==> src/rtl/fifo_decimation_pkg.sv <==
// Shared types and sizing helpers for the decimating Avalon-MM FIFO writer.
package fifo_decimation_pkg;

    // Avalon-MM write sequencer states
    typedef enum logic [0:0] {
        IDLE  = 1'b0,
        WRITE = 1'b1
    } wr_state_e;

    localparam int SAMPLE_W_DEFAULT   = 16;
    localparam int DECIM_LOG2_DEFAULT = 2;
    localparam int DECIM_FACTOR       = 32'sd1 <<< DECIM_LOG2_DEFAULT;
    localparam int ACC_W              = SAMPLE_W_DEFAULT + DECIM_LOG2_DEFAULT;

    // Number of samples averaged per output value
    function automatic int decim_factor(input int log2);
        return 32'sd1 <<< log2;
    endfunction

    // Accumulator width that holds a full group sum without overflow
    function automatic int acc_width(input int sample_w, input int log2);
        return sample_w + log2;
    endfunction

endpackage

==> src/rtl/fifo_decimation_word_buffer.sv <==
// Small synchronous circular buffer of packed output words.
// Exposes the head and the entry behind it so the writer can preload the
// next word in the same cycle the head is popped.
module fifo_decimation_word_buffer
    import fifo_decimation_pkg::*;
#(
    parameter int DEPTH = 4,
    parameter int W     = 32
) (
    input  logic                         clk,
    input  logic                         rst,
    input  logic                         push,
    input  logic [W-1:0]                 push_data,
    input  logic                         pop,
    output logic [W-1:0]                 head,
    output logic [W-1:0]                 second,
    output logic [$clog2(DEPTH+1)-1:0]   count,
    output logic                         full,
    output logic                         empty
);

    localparam int PW = $clog2(DEPTH);
    localparam int CW = $clog2(DEPTH + 1);

    logic [W-1:0]  mem_r [DEPTH];
    logic [PW-1:0] wr_ptr_r;
    logic [PW-1:0] rd_ptr_r;
    logic [CW-1:0] count_r;

    // Storage, pointers and occupancy; pointers wrap naturally (DEPTH is 2**n)
    always_ff @(posedge clk) begin
        if (rst) begin
            wr_ptr_r <= '0;
            rd_ptr_r <= '0;
            count_r  <= '0;
            for (int i = 0; i < DEPTH; i++) begin
                mem_r[i] <= '0;
            end
        end else begin
            if (push) begin
                mem_r[wr_ptr_r] <= push_data;
                wr_ptr_r        <= wr_ptr_r + PW'(1'b1);
            end
            if (pop) begin
                rd_ptr_r <= rd_ptr_r + PW'(1'b1);
            end
            count_r <= count_r + CW'(push) - CW'(pop);
        end
    end

    assign head   = mem_r[rd_ptr_r];
    assign second = mem_r[rd_ptr_r + PW'(1'b1)];
    assign count  = count_r;
    assign full   = (count_r == CW'(DEPTH));
    assign empty  = (count_r == {CW{1'b0}});

endmodule

==> src/rtl/fifo_decimation_avmm_writer.sv <==
// Boxcar-decimates a signed sample stream, packs two averages per word and
// writes the words to the decimation FIFO's Avalon-MM write slave.
module fifo_decimation_avmm_writer
    import fifo_decimation_pkg::*;
#(
    parameter int SAMPLE_W   = 16,
    parameter int DECIM_LOG2 = 2,
    parameter int BUF_DEPTH  = 4,
    parameter int OUT_W      = 32
) (
    input  logic                wrclock,
    input  logic                wrreset,
    input  logic                enable,
    input  logic [SAMPLE_W-1:0] in_data,
    input  logic                in_valid,
    output logic                in_ready,
    output logic                avm_write,
    output logic [OUT_W-1:0]    avm_writedata,
    input  logic                avm_waitrequest,
    output logic [15:0]         words_written
);

    localparam int ACC_W_L = acc_width(SAMPLE_W, DECIM_LOG2);
    localparam int CNT_W   = $clog2(BUF_DEPTH + 1);

    logic signed [ACC_W_L-1:0] acc_r;
    logic signed [ACC_W_L-1:0] sample_ext_s;
    logic signed [ACC_W_L-1:0] sum_s;
    logic [DECIM_LOG2-1:0]     grp_cnt_r;
    logic [SAMPLE_W-1:0]       avg_s;
    logic [SAMPLE_W-1:0]       half_r;
    logic                      half_valid_r;
    logic                      accept_s;
    logic                      group_done_s;
    logic                      push_s;
    logic                      pop_s;
    logic [OUT_W-1:0]          push_word_s;
    logic [OUT_W-1:0]          head_s;
    logic [OUT_W-1:0]          second_s;
    logic [CNT_W-1:0]          count_s;
    logic [CNT_W-1:0]          count_next_s;
    logic                      full_s;
    logic                      empty_s;
    wr_state_e                 state_r;
    wr_state_e                 state_next_s;
    logic [OUT_W-1:0]          wdata_next_s;
    logic                      in_ready_r;
    logic                      avm_write_r;
    logic [OUT_W-1:0]          avm_writedata_r;
    logic [15:0]               words_written_r;

    // Sample acceptance, group averaging and word assembly
    always_comb begin
        accept_s     = in_valid & in_ready_r & enable;
        group_done_s = accept_s & (&grp_cnt_r);
        sample_ext_s = {{DECIM_LOG2{in_data[SAMPLE_W-1]}}, in_data};
        sum_s        = acc_r + sample_ext_s;
        avg_s        = SAMPLE_W'(sum_s >>> DECIM_LOG2);
        push_s       = group_done_s & half_valid_r & ~full_s;
        push_word_s  = {avg_s, half_r};
        pop_s        = (state_r == WRITE) & ~avm_waitrequest;
        count_next_s = count_s + CNT_W'(push_s) - CNT_W'(pop_s);
    end

    // Accumulator, group counter and half-word packer; enable=0 drops partials
    always_ff @(posedge wrclock) begin
        if (wrreset || !enable) begin
            acc_r        <= '0;
            grp_cnt_r    <= '0;
            half_r       <= '0;
            half_valid_r <= 1'b0;
        end else if (accept_s) begin
            if (group_done_s) begin
                acc_r     <= '0;
                grp_cnt_r <= '0;
                if (half_valid_r) begin
                    half_valid_r <= 1'b0;
                end else begin
                    half_r       <= avg_s;
                    half_valid_r <= 1'b1;
                end
            end else begin
                acc_r     <= sum_s;
                grp_cnt_r <= grp_cnt_r + DECIM_LOG2'(1'b1);
            end
        end
    end

    fifo_decimation_word_buffer #(
        .DEPTH (BUF_DEPTH),
        .W     (OUT_W)
    ) u_word_buffer (
        .clk       (wrclock),
        .rst       (wrreset),
        .push      (push_s),
        .push_data (push_word_s),
        .pop       (pop_s),
        .head      (head_s),
        .second    (second_s),
        .count     (count_s),
        .full      (full_s),
        .empty     (empty_s)
    );

    // Write sequencer: preloads the next word so back-to-back writes need no gap
    always_comb begin
        state_next_s = state_r;
        wdata_next_s = avm_writedata_r;
        case (state_r)
            IDLE: begin
                if (!empty_s) begin
                    state_next_s = WRITE;
                    wdata_next_s = head_s;
                end else begin
                    state_next_s = IDLE;
                end
            end
            WRITE: begin
                if (avm_waitrequest) begin
                    state_next_s = WRITE;
                end else if (count_s > CNT_W'(1'b1)) begin
                    state_next_s = WRITE;
                    wdata_next_s = second_s;
                end else if (push_s) begin
                    state_next_s = WRITE;
                    wdata_next_s = push_word_s;
                end else begin
                    state_next_s = IDLE;
                end
            end
            default: begin
                state_next_s = IDLE;
            end
        endcase
    end

    // Sequencer state and registered bus-side outputs
    always_ff @(posedge wrclock) begin
        if (wrreset) begin
            state_r         <= IDLE;
            avm_write_r     <= 1'b0;
            avm_writedata_r <= '0;
            words_written_r <= 16'd0;
            in_ready_r      <= 1'b0;
        end else begin
            state_r         <= state_next_s;
            avm_write_r     <= (state_next_s == WRITE);
            avm_writedata_r <= wdata_next_s;
            in_ready_r      <= enable & (count_next_s < CNT_W'(BUF_DEPTH));
            if (pop_s) begin
                words_written_r <= words_written_r + 16'd1;
            end
        end
    end

    assign in_ready      = in_ready_r;
    assign avm_write     = avm_write_r;
    assign avm_writedata = avm_writedata_r;
    assign words_written = words_written_r;

endmodule
==> config.mk <==
export PLATFORM = sky130hd
export DESIGN_NAME = fifo_decimation_avmm_writer
export DESIGN_NICKNAME = d
export VERILOG_FILES = /design/src/rtl/fifo_decimation_pkg.sv /design/src/rtl/fifo_decimation_word_buffer.sv /design/src/rtl/fifo_decimation_avmm_writer.sv
export SDC_FILE = /design/constraint.sdc
export NUM_CORES = 1
export LEC_CHECK = 0
export ABC_AREA = 1
export BUFFER_PORTS_ARGS = -buffer_cell sky130_fd_sc_hd__buf_4
export CAP_MARGIN = 15
export CORE_MARGIN = 1
export CORE_UTILIZATION = 30
export DETAILED_ROUTE_END_ITERATION = 10
export REMOVE_ABC_BUFFERS = 1
export SYNTH_ARGS = -nofsm -noshare
export SYNTH_HDL_FRONTEND = slang
export SYNTH_SLANG_ARGS = --single-unit
==> constraint.sdc <==
create_clock -name wrclock -period 10.7 [get_ports wrclock]
set_input_delay 1.07 -clock wrclock [delete_from_list [all_inputs] [get_ports wrclock]]
set_output_delay 1.07 -clock wrclock [all_outputs]
set_load 0.02 [all_outputs]
==> qor.yml <==
run_status: "finished clean"
drt_iter0_markers: 974
cpLargestDelayFamily: "simple AND/OR/NAND/NOR gates"
drive_above_1_share: 0.105
dieHeight_um: 199
cts_made_buffers: 26
hold_start: "avm_writedata[13]$_SDFFE_PP0P_"
clock-sinks: 224
cts-root-buf: "clkbuf_16"
fin_skew_ns: 0.00910
synth_edf_count: 128
power_density_nw_per_um2: 195
hold_depth: 2
routedWlPerCell_um: 17.5
r2r_cells: 10
critPathKind: "flop to flop"
min_to: "avm_writedata[13]$_SDFFE_PP0P_"
dp_slack_ns: 6.51
syn-cell-area_sq_um: 11700
cp_common_cell: "nand2_1"
rrSetupSlack_ns: 6.99
rsz0062_at_grt: "false"
gp_congestion: 0.888
ir_drop_mv: 0.124
finalCritPeriodShare: 0.347
yosysUniqueCellTypes: 49
hold_class: "flop to flop"
die_w_um: 199
ant_nets: 0
clk_pin_slew_ns: 0.06
antenna_found_initial: 0
rows: 71
ioPinCount: 71
worst_ep_arrival_time_ns: 4.15
first_global_vias: 9758
ys_ff_latch: 224
die_area_sq_um: 39700
synth_sequential_area_ratio: 0.494
clk_latency_ns: 0.54
viasPerCell: 5.13
grt_pass1_wl_mm: 54.9
grt_max_degree: 80
rr_endpoint: "avm_writedata[16]$_SDFFE_PP0P_"
ctsHoldBuffers: 0
cpPeakStageDelay_ns: 0.70
grt_overflow_total: 0
final_common_cell: "nand2_1"
setup_tns_ns: 0
syn_avg_cell_area_sq_um: 8.05
vias: 10300
critical_path_buf_inv_count: 3
tightest_slew_ns: 1.12
min_period_ns: 3.71
cts_setup_buffers: 0
drcViolationCount: 0
hpwl_mm: 22.0
crit_chain: "buf_4 > inv_2 > nand2_1 > nand2_2 > clkinv_1 > nand2_1 > nand3_1 > nand2_1 > nand3_1 > o211a_1"
max_freq_mhz: 269
initial_core_util: 0.307
timing.rr.start: "u_word_buffer.rd_ptr_r[0]$_SDFFE_PP0P_"
crit_slowest_cell: "nand2_2"
yosysWarnings: 0
dr.pass1.iters: 6
slew_headroom: 0.253
hold_ws_ns: 0.463
cts_buffer_depth: 3
leakage_uw: 0.00531
ctsHtreeMaxLevel: 1
cap_viol_max_count: 0
cp-start-kind: "flop"
cts_tree: "built"
crit_required_ns: 11.14
maxSlewViolCount: 0
layout.area.seq_sq_um: 5770
hold_viol: 0
coreArea_sq_um: 38000
setup_viol: 0
synthCells: 1451
gr-usage-all-layers: 0.178
cts_resized: 0
final_cell_mix: "294 x nand2_1, 193 x nor2_1, 153 x a21oi_1"
num-fill-cells: 3993
routed_wl_mm: 35.2
num_antenna_cells: 0
cp_max_fo: 36
synthToLayoutAreaGrowth_pct: 14.6
end_kind: "flop"
multi_input_area_sq_um: 5000
setup_ws_ns: 6.99
async_flop_share: 0
nets: 1525
portBuffers: 70
ys.flop_type: "edfxtp_1"
sequential cells by signal, indices dropped and copies added (netlist names), named ones only:
signal                  flops
words_written              16
acc_r                      18
u_word_buffer.count         3
u_word_buffer.mem_r       128
half_r                     16
avm_write                   1
u_word_buffer.rd_ptr_r      2
grp_cnt_r                   2
u_word_buffer.wr_ptr_r      2
in_ready                    1
avm_writedata              32
half_valid_r                1
area by class of cell:
type,count,area share
flip-flops and latches,224,0.431
multi-input cells,1010,0.374
clock buffers,37,0.0540
well taps,511,0.0478
repair buffers,83,0.0466
inverters,134,0.0378
clock inverters,11,0.00907
cell families after synthesis:
logic type	after synthesis	synth area share
fa+ha+maj	25	0.0281
compound gates	378	0.178
flops	224	0.494
buf+inv	217	0.0786
simple gates	598	0.215
xor+xnor	9	0.00675
tightest hold or removal path: stages, from the launching register on:
cell	delay [ns]
dfxtp_1	0.31
nand2_1	0.06
a21oi_1	0.05
cells in the mapped netlist (5+ instances only):
cell        n  area [sq um]
dfxtp_1    96          1920
a211oi_1    5          37.5
o211a_1     5          50.1
o21ai_0   140           701
nand3_1    42           210
nor2_1    193           724
o21ai_1     9          45.0
o22ai_1    15          93.8
xnor2_1     6          52.6
a21oi_1   153           766
nand2_1   294          1100
buf_6       6          67.6
nand2_2     7          43.8
buf_4       7          52.6
a31oi_1    18           113
inv_1     122           458
edfxtp_1  128          3840
ha_1       23           288
nor3_1     34           170
clkbuf_1   39           146
nor2_4      8          90.1
buf_2      24           120
buf_1       7          26.3
inv_2       8          30.0
a22oi_1    13          97.6
worst max path at each step:
stage / from / slack (ns) / to / cells after the start
after floorplan: in_valid / 5.95 / u_word_buffer.mem_r[3][0]$_DFFE_PP_ / 9
after global placement: in_valid / 6.59 / u_word_buffer.mem_r[3][5]$_DFFE_PP_ / 11
after detailed placement: in_valid / 6.51 / u_word_buffer.mem_r[3][20]$_DFFE_PP_ / 11
after CTS: in_valid / 7.06 / u_word_buffer.mem_r[3][6]$_DFFE_PP_ / 11
after global routing: u_word_buffer.rd_ptr_r[0]$_SDFFE_PP0P_ / 6.79 / avm_writedata[16]$_SDFFE_PP0P_ / 10
final: u_word_buffer.rd_ptr_r[0]$_SDFFE_PP0P_ / 6.99 / avm_writedata[16]$_SDFFE_PP0P_ / 10
layer usage:
layer	share of wire	GRT usage	up-vias
met5	0	0	-
met4	0.021	0.0481	0
met3	0.090	0.0341	70
met2	0.46	0.288	522
met1	0.43	0.241	4780
li1	-	-	4949
stage by stage:
stage / std cells / total power (uW) / cell area, sq um / util
6_report: 2010 / 2610 / 13400 / 0.352
3_5_place_dp: 1962 / 1740 / 12500 / 0.330
3_3_place_gp: 1962 / 1730 / 12500 / 0.330
5_1_grt: 2010 / 2740 / 13400 / 0.352
2_1_floorplan: 1368 / 1450 / 11300 / -
4_1_cts: 2010 / 2630 / 13400 / 0.352
power breakdown:
group,total (uW),internal (uW),leakage (uW),switching (uW)
Combinational,701,203,0.00284,497
Sequential,1020,975,0.00207,48.8
Clock,888,520,0.000403,368
Note: power is estimated with default switching activity, not from simulation.
